**src/rtl/stage_id.sv**
```systemverilog
// ---------------------------------------------------------------------------
// stage_id: instruction-decode stage of a 5-stage pipeline.
//
// Holds the IF/ID latch, a 4x16 register file with write-through reads, the
// load-use hazard detector and the ID/EX latch.
//
// Ports
//   clk, reset_n              pipeline clock, asynchronous active-low reset
//   instruction, PC_now,      word fetched by IF, its PC and IF's predicted
//   nextPC                    next PC
//   flush                     squash IF/ID and ID/EX (branch misprediction)
//   ex_mem_read, ex_dest      load in EX and its destination register
//   wb_we, wb_addr, wb_data   register-file write-back port
//   data_hazard               combinational stall request to IF
//   idex_*                    registered payload handed to EX
// ---------------------------------------------------------------------------
module stage_id #(
    parameter int                   WORD_SIZE = 16,
    parameter logic [WORD_SIZE-1:0] NOP_INSTR = 16'hF01C
) (
    input  logic                 clk,
    input  logic                 reset_n,
    input  logic [WORD_SIZE-1:0] instruction,
    input  logic [WORD_SIZE-1:0] PC_now,
    input  logic [WORD_SIZE-1:0] nextPC,
    input  logic                 flush,
    input  logic                 ex_mem_read,
    input  logic [1:0]           ex_dest,
    input  logic                 wb_we,
    input  logic [1:0]           wb_addr,
    input  logic [WORD_SIZE-1:0] wb_data,
    output logic                 data_hazard,
    output logic                 idex_valid,
    output logic [WORD_SIZE-1:0] idex_instr,
    output logic [WORD_SIZE-1:0] idex_pc,
    output logic [WORD_SIZE-1:0] idex_npc,
    output logic [WORD_SIZE-1:0] idex_rs_data,
    output logic [WORD_SIZE-1:0] idex_rt_data,
    output logic [WORD_SIZE-1:0] idex_imm,
    output logic [1:0]           idex_dest,
    output logic                 idex_we
);

    localparam logic [3:0] OP_BNE = 4'd0;
    localparam logic [3:0] OP_BEQ = 4'd1;
    localparam logic [3:0] OP_ADI = 4'd4;
    localparam logic [3:0] OP_ORI = 4'd5;
    localparam logic [3:0] OP_LHI = 4'd6;
    localparam logic [3:0] OP_LWD = 4'd7;
    localparam logic [3:0] OP_SWD = 4'd8;
    localparam logic [3:0] OP_JMP = 4'd9;
    localparam logic [3:0] OP_JAL = 4'd10;
    localparam logic [3:0] OP_RTY = 4'd15;

    localparam logic [5:0] FN_JPR = 6'd25;
    localparam logic [5:0] FN_WWD = 6'd28;
    localparam logic [5:0] FN_HLT = 6'd29;

    function automatic logic uses_rs(input logic [3:0] op);
        return !(op == OP_LHI || op == OP_JMP || op == OP_JAL);
    endfunction

    function automatic logic uses_rt(input logic [3:0] op);
        return (op == OP_RTY || op == OP_SWD || op == OP_BNE || op == OP_BEQ);
    endfunction

    // Returns {we, dest}; dest is forced to 0 for non-writing instructions.
    function automatic logic [2:0] dest_of(input logic [WORD_SIZE-1:0] ins);
        logic [3:0] op;
        op = ins[15:12];
        if (op == OP_RTY) begin
            if (ins[5:0] == FN_JPR || ins[5:0] == FN_WWD || ins[5:0] == FN_HLT)
                return 3'b000;
            return {1'b1, ins[7:6]};
        end
        if (op == OP_LWD || op == OP_ADI || op == OP_ORI || op == OP_LHI)
            return {1'b1, ins[9:8]};
        if (op == OP_JAL)
            return 3'b110;
        return 3'b000;
    endfunction

    function automatic logic signed [WORD_SIZE-1:0] sext_imm(input logic [7:0] imm8);
        return $signed({{(WORD_SIZE-8){imm8[7]}}, imm8});
    endfunction

    logic [WORD_SIZE-1:0] rf [4];

    logic                 if_id_valid_p0;
    logic [WORD_SIZE-1:0] instr_p0;
    logic [WORD_SIZE-1:0] pc_p0;
    logic [WORD_SIZE-1:0] npc_p0;

    logic [3:0]           opcode;
    logic [1:0]           rs;
    logic [1:0]           rt;
    logic [WORD_SIZE-1:0] rs_data;
    logic [WORD_SIZE-1:0] rt_data;
    logic [2:0]           dest_we;
    logic signed [WORD_SIZE-1:0] imm_sx;

    assign opcode  = instr_p0[15:12];
    assign rs      = instr_p0[11:10];
    assign rt      = instr_p0[9:8];
    assign dest_we = dest_of(instr_p0);
    assign imm_sx  = sext_imm(instr_p0[7:0]);

    // Write-through: a value being written back this cycle is visible to the
    // instruction decoding in the same cycle.
    assign rs_data = (wb_we && wb_addr == rs) ? wb_data : rf[rs];
    assign rt_data = (wb_we && wb_addr == rt) ? wb_data : rf[rt];

    // Flush outranks the stall: a squashed instruction must not hold IF.
    assign data_hazard = reset_n && !flush && if_id_valid_p0 && ex_mem_read &&
                         ((uses_rs(opcode) && rs == ex_dest) ||
                          (uses_rt(opcode) && rt == ex_dest));

    // Register file; written even while flushing since write-back belongs to
    // an older, committed instruction.
    always_ff @(posedge clk or negedge reset_n) begin
        if (!reset_n) begin
            for (int i = 0; i < 4; i++) rf[i] <= '0;
        end else if (wb_we) begin
            rf[wb_addr] <= wb_data;
        end
    end

    // ---- IF/ID boundary ----
    always_ff @(posedge clk or negedge reset_n) begin
        if (!reset_n) begin
            if_id_valid_p0 <= 1'b0;
            instr_p0       <= NOP_INSTR;
            pc_p0          <= '0;
            npc_p0         <= '0;
        end else if (flush) begin
            if_id_valid_p0 <= 1'b0;
            instr_p0       <= NOP_INSTR;
            pc_p0          <= '0;
            npc_p0         <= '0;
        end else if (!data_hazard) begin
            if_id_valid_p0 <= 1'b1;
            instr_p0       <= instruction;
            pc_p0          <= PC_now;
            npc_p0         <= nextPC;
        end
    end

    // ---- ID/EX boundary ----
    always_ff @(posedge clk or negedge reset_n) begin
        if (!reset_n) begin
            idex_valid   <= 1'b0;
            idex_instr   <= NOP_INSTR;
            idex_pc      <= '0;
            idex_npc     <= '0;
            idex_rs_data <= '0;
            idex_rt_data <= '0;
            idex_imm     <= '0;
            idex_dest    <= '0;
            idex_we      <= 1'b0;
        end else if (flush || data_hazard || !if_id_valid_p0) begin
            idex_valid   <= 1'b0;
            idex_instr   <= NOP_INSTR;
            idex_pc      <= '0;
            idex_npc     <= '0;
            idex_rs_data <= '0;
            idex_rt_data <= '0;
            idex_imm     <= '0;
            idex_dest    <= '0;
            idex_we      <= 1'b0;
        end else begin
            idex_valid   <= 1'b1;
            idex_instr   <= instr_p0;
            idex_pc      <= pc_p0;
            idex_npc     <= npc_p0;
            idex_rs_data <= rs_data;
            idex_rt_data <= rt_data;
            idex_imm     <= $unsigned(imm_sx);
            idex_dest    <= dest_we[1:0];
            idex_we      <= dest_we[2];
        end
    end

endmodule

```
**config.mk**
```make
export PLATFORM = sky130hd
export DESIGN_NAME = stage_id
export DESIGN_NICKNAME = d
export VERILOG_FILES = /design/src/rtl/stage_id.sv
export SDC_FILE = /design/constraint.sdc
export NUM_CORES = 1
export LEC_CHECK = 0
export ABC_AREA = 1
export CELL_PAD_IN_SITES_DETAIL_PLACEMENT = 1
export CELL_PAD_IN_SITES_GLOBAL_PLACEMENT = 1
export CORE_ASPECT_RATIO = 0.6
export CORE_UTILIZATION = 34
export DETAILED_ROUTE_END_ITERATION = 7
export HOLD_SLACK_MARGIN = 0.05
export PLACE_DENSITY = 0.75
export SYNTH_ARGS = -nofsm -noshare
export SYNTH_HDL_FRONTEND = slang
export SYNTH_SLANG_ARGS = --single-unit
```
**constraint.sdc**
```tcl
create_clock -name clk -period 1.34 [get_ports clk]
set_input_delay 0.134 -clock clk [delete_from_list [all_inputs] [get_ports clk]]
set_output_delay 0.134 -clock clk [all_outputs]
set_load 0.1 [all_outputs]
```
Word level (Yosys, flattened, before mapping). Index checks and enable logic that the tools add are counted.

Memories: 0. Register bits: 213. Bits of input ports: 73. Bits in writable memories: 0. Logic and storage cells: 111. Latch bits: 0. Output and inout port bits: 101. Memory bits (read-only): 0.

Multipliers: 0. Reductions and logical operators: 26. Bitwise logic cells: 3. $add $sub $neg: 0. Order comparisons: 4. Div/mod/pow operators: 0. Shifts and indexed selects: 0. Multiplexer cells: 44. Eq/ne operators: 17.

Operators with widths (count): 16-bit 2-to-1 mux (19); 16-bit binary-select mux with 2-bit select (2); 64-bit bitwise mux (1); 16-bit demux with 2-bit select (1); 3-bit 2-to-1 mux (8); 6-bit by 5-bit equality test with 1-bit output (second input constant) (3); 4-bit by 3-bit equality test with 1-bit output (second input constant) (4); 4-bit equality test (second input constant) (4); 1-bit logical OR (13); 1-bit 2-to-1 mux (12); 3-bit >= comparator (second input constant) (3); 1-bit logical AND (9); 2-bit NOT with 3-bit output (3); 2-bit equality test (4); 4-bit by 1-bit equality test with 1-bit output (second input constant) (1); 4-bit zero test (1); 1-bit zero test (3); 3-bit by 1-bit less-than comparator with 1-bit output (second input constant) (1); 2-bit 2-to-1 mux (1); 2-bit inequality test (second input constant) (1).

Depth between registers and ports, before layout.
Word-level depth: 13. Depth in mapped cells: 13. Mapped depth without buffers: 10.

Least setup slack after synthesis. OpenSTA, ideal clock, no wires.

Kind: register -> register. Start point: register instr_p0[15]. End point: register instr_p0[10]. Period minus slack after synthesis: 1747 ps. Data arrival time: 1680 ps. Cell stages (with the launch flop): 12. Slack: -407 ps. Buffers on the path: 1. Library setup time: 67 ps. Cells stage by stage: dfstp_2 -> nand2_1 -> inv_1 -> nand2_2 -> nand2_1 -> nand2_1 -> nand2_1 -> nand2_2 -> inv_2 -> buf_2 -> nand2_1 -> nand2_1.

Word-level cells in the longest chain between the ends: 8.

RTL lines: start: declaration (RTL line 90) `logic [WORD_SIZE-1:0] instr_p0;`; start signal: assignment (RTL line 142) `instr_p0 <= instruction;`; 4-bit by 3-bit equality test with 1-bit output, or another cell as far along (RTL line 60) `return !(op == OP_LHI || op == OP_JMP || op == OP_JAL);`; 1-bit logical OR (on tied branches) (2 in a row) (RTL line 60, 64); 1-bit zero test / 1-bit logical OR (equally long branches) (RTL line 60, 64); 1-bit logical AND (on tied branches) (RTL line 115, 116); 1-bit logical OR * (RTL line 115) `((uses_rs(opcode) && rs == ex_dest) ||`; 1-bit logical AND * (RTL line 114) `assign data_hazard = reset_n && !flush && if_id_valid_p0 && ex_mem_read &&`; via data_hazard (RTL line 32) `output logic data_hazard,`; 2-bit inequality test (no line) *.

The timed path passes the listed nets; every way through them passes the cells marked *. A chain may end at the register's enable or synchronous reset.

Final worst setup path.
Start point: register instr_p0[14]. End point: register idex_npc[0].

Word-level cells in the longest chain between the ends: 10.

RTL lines: 4-bit by 3-bit equality test with 1-bit output, or another cell as far along (RTL line 60); 1-bit logical OR (on tied branches) (2 in a row) (RTL line 60, 64); 1-bit zero test / 1-bit logical OR (equally long branches) (RTL line 60, 64); 1-bit logical AND (on tied branches) (RTL line 115, 116); 1-bit logical OR * (RTL line 115); 1-bit logical AND * (RTL line 114); 1-bit logical OR * (2 in a row) (RTL line 160) `end else if (flush || data_hazard || !if_id_valid_p0) begin`; 16-bit 2-to-1 mux * (RTL line 160); end signal: assignment (RTL line 174) `idex_npc <= npc_p0;`; end: declaration (RTL line 36) `output logic [WORD_SIZE-1:0] idex_npc,`.

Mark *: on every way between the ends. The rest lies on a longest branch, timed or not.

==> results.json <==
{
  "portBuffers": 173,
  "setup_viol": 149,
  "rsz0062_at_grt": "true",
  "final_cell_area_mm2": 0.0135,
  "relSlewSlack_pct": 53.6,
  "area_growth_syn_to_layout_pct": 56.0,
  "leakage_nw": 6.66,
  "die-height_um": 126,
  "start_kind": "flip-flop",
  "post_layout_nonfiller_instances": 1587,
  "syn-num-nets": 1114,
  "ys_ff_latch": 200,
  "dp.cells": 1527,
  "grt_max_degree": 101,
  "reg2reg_to": "idex_npc[0]$_DFF_PN0_",
  "arrival_ns": 2.43,
  "drt-vias-per-instance": 5.27,
  "drc": 0,
  "hpwlAfterDp_um": 20600,
  "tightest_slew_ns": 0.697,
  "synth_area_mm2": 0.00865,
  "grt_pass1_wl_um": 51900,
  "irDropWorstVdd_v": 0.00105,
  "final_net_count": 1324,
  "clock_skew_ns": 0.0197,
  "final_cell_mix": "221 x nand2_1, 181 x dfrtp_1, 142 x nor2_1, 124 x o21ai_0, 118 x buf_12",
  "place.gp.congestion": 0.801,
  "core_area_mm2": 0.0246,
  "start_util_pct": 35.2,
  "postPlaceCellArea_mm2": 0.0121,
  "place_ws_ns": -0.451,
  "syn-instance-count": 1041,
  "min_path_type": "primary input to asynchronous set/reset pin",
  "tns_ns": -79.21,
  "failed_checks": "setup timing",
  "htree_levels": 4,
  "die_w_um": 208,
  "cts_made_buffers": 17,
  "cp-startpoint": "instr_p0[14]$_DFFE_PN1P_",
  "worstPathMaxFanout": 7,
  "grt_use_total_pct": 26.2,
  "slew_viol_final": 0,
  "rrSetupSlack_ns": -0.73,
  "outcome": "complete, but fails checks",
  "yosys_warnings": 0,
  "avgSynthCellArea_um2": 8.31,
  "critPathRequiredTime_ns": 1.70,
  "ctsRootBufferMaster": "clkbuf_16",
  "min_period_ns": 2.07,
  "via_count": 8371,
  "drive_gt1_share_pct": 26.8,
  "rows": 44,
  "setup_ws_ns": -0.728,
  "hold_viol": 0,
  "crit_end": "idex_npc[0]$_DFF_PN0_",
  "cts_buffer_depth": 2,
  "clkTransAtPathRegs_ns": 0.08,
  "cap_violations": 0,
  "min_period_over_period_pct": 154,
  "die_area_mm2": 0.0261,
  "reg2reg_depth": 11,
  "first_pass_iters": 5,
  "synthDistinctLibCells": 22,
  "p_per_area_mw_per_mm2": 1190,
  "avgRoutedWirePerCell_um": 22.8,
  "critPathKind": "flip-flop to flip-flop",
  "drtIter0Drc": 609,
  "worstSkewPairLatency_ns": 0.46,
  "grt_pass1_vias": 8727,
  "finalWirelength_um": 36200,
  "gr-total-overflow": 0,
  "postRouteAntennaNets": 0,
  "endpoint_kind": "flip-flop",
  "total_power_mw": 16.1,
  "fmax_mhz": 484,
  "clock_sinks": 200,
  "rr_startpoint": "instr_p0[14]$_DFFE_PN1P_",
  "mostFrequentLayoutCell": "nand2_1",
  "io_pins": 174,
  "ys_seq_area_share_pct": 58.0,
  "cts_tree": "built",
  "grt_antenna_before_repair": 2
}
-- state kept, by name, indices dropped and copies added (netlist names) --
name and cells:
if_id_valid_p0 1, idex_rt_data 16, idex_we 1, idex_imm 8, rf 64, idex_npc 16, instr_p0 16, idex_rs_data 16
pc_p0 16, npc_p0 16, idex_instr 11, idex_pc 16, idex_dest 2, idex_valid 1
-- timing repair --
action	in CTS	in global routing
setup buffers	8	10
gates cloned	7	4
setup endpoints to repair	149	151
pin swaps	0	13
gates resized for setup	33	103
hold buffers	1	0
hold endpoints to repair	150	0
-- Yosys cell counts (all sizes together) --
| master | instances | share of area [%] |
|---|---|---|
| a21oi | 3 | 0.17 |
| a31oi | 1 | 0.072 |
| buf | 48 | 3.5 |
| clkbuf | 29 | 1.3 |
| dfrtp | 186 | 54 |
| dfstp | 14 | 4.3 |
| inv | 75 | 3.3 |
| nand2 | 292 | 13 |
| nand3 | 98 | 5.7 |
| nand4 | 9 | 0.65 |
| nor2 | 147 | 6.4 |
| o211ai | 1 | 0.14 |
| o21ai | 136 | 7.9 |
| o22ai | 1 | 0.072 |
| xnor2 | 1 | 0.10 |
-- cells by family (layout without fill, tap and decap cells) --
kind of cell / after synthesis / after routing / share of synthesized area, %
buf+inv: 152 / 375 / 8.05
compound gates: 142 / 142 / 8.33
xor+xnor: 1 / 1 / 0.101
flops: 200 / 200 / 58.0
simple gates: 546 / 546 / 25.5
other cells: 0 / 1 / 0
-- routing by layer --
layer,share of wire [%],vias up,global-route usage (%)
met5,0,-,0
met4,2.9,0,8.41
met3,5.6,73,5.53
met2,47,332,41.0
met1,45,4272,36.4
li1,-,3694,-
-- worst max-delay path: stages, from the launching register on --
cell     delay [ns]
dfstp_2        0.61
inv_2          0.07
nand3_1        0.10
nand2_2        0.08
nand2_2        0.07
nand2_2        0.06
nand2_4        0.08
buf_4          0.18
nand3_4        0.19
buf_6          0.21
buf_16         0.14
nor2_1         0.16
-- worst min-delay path by stage --
| stage | start | to | slack [ns] | depth (start not counted) |
|---|---|---|---|---|
| 6_report | reset_n | idex_rs_data[7]$_DFF_PN0_ | 0.22 | 3 |
| 5_1_grt | nextPC[9] | npc_p0[9]$_DFFE_PN0P_ | 0.22 | 3 |
| 4_1_cts | reset_n | idex_rs_data[7]$_DFF_PN0_ | 0.21 | 3 |
| 3_5_place_dp | reset_n | idex_rs_data[7]$_DFF_PN0_ | 0.11 | 2 |
| 3_3_place_gp | reset_n | idex_rs_data[7]$_DFF_PN0_ | 0.11 | 2 |
| 2_1_floorplan | reset_n | idex_dest[0]$_DFF_PN0_ | -0.16 | 0 |
-- power breakdown --
group          total (mW)  internal [mW]  switching, mW
combinational        3.91           1.46           2.45
sequential           7.05           6.57          0.489
clock                5.15           2.64           2.51
total                16.1           10.7           5.46
-- per-stage QoR --
step	util, %	hold slack, ns
after global routing	55.0	0.218
after global placement	49.3	0.106
after floorplan	-	-0.162
after CTS	53.1	0.215
final	55.0	0.224
after detailed placement	49.3	0.106
-- cell type report --
type                    instances  area [um^2]
repair buffers                268         3950
clock buffers                  20          447
flip-flops and latches        200         5030
inverters                      75          284
fillers                      2724        11100
well taps                     322          403
diodes                          1         2.50
multi-input cells             689         3270
clock inverters                12          119
(Power assumes the default switching activity.)
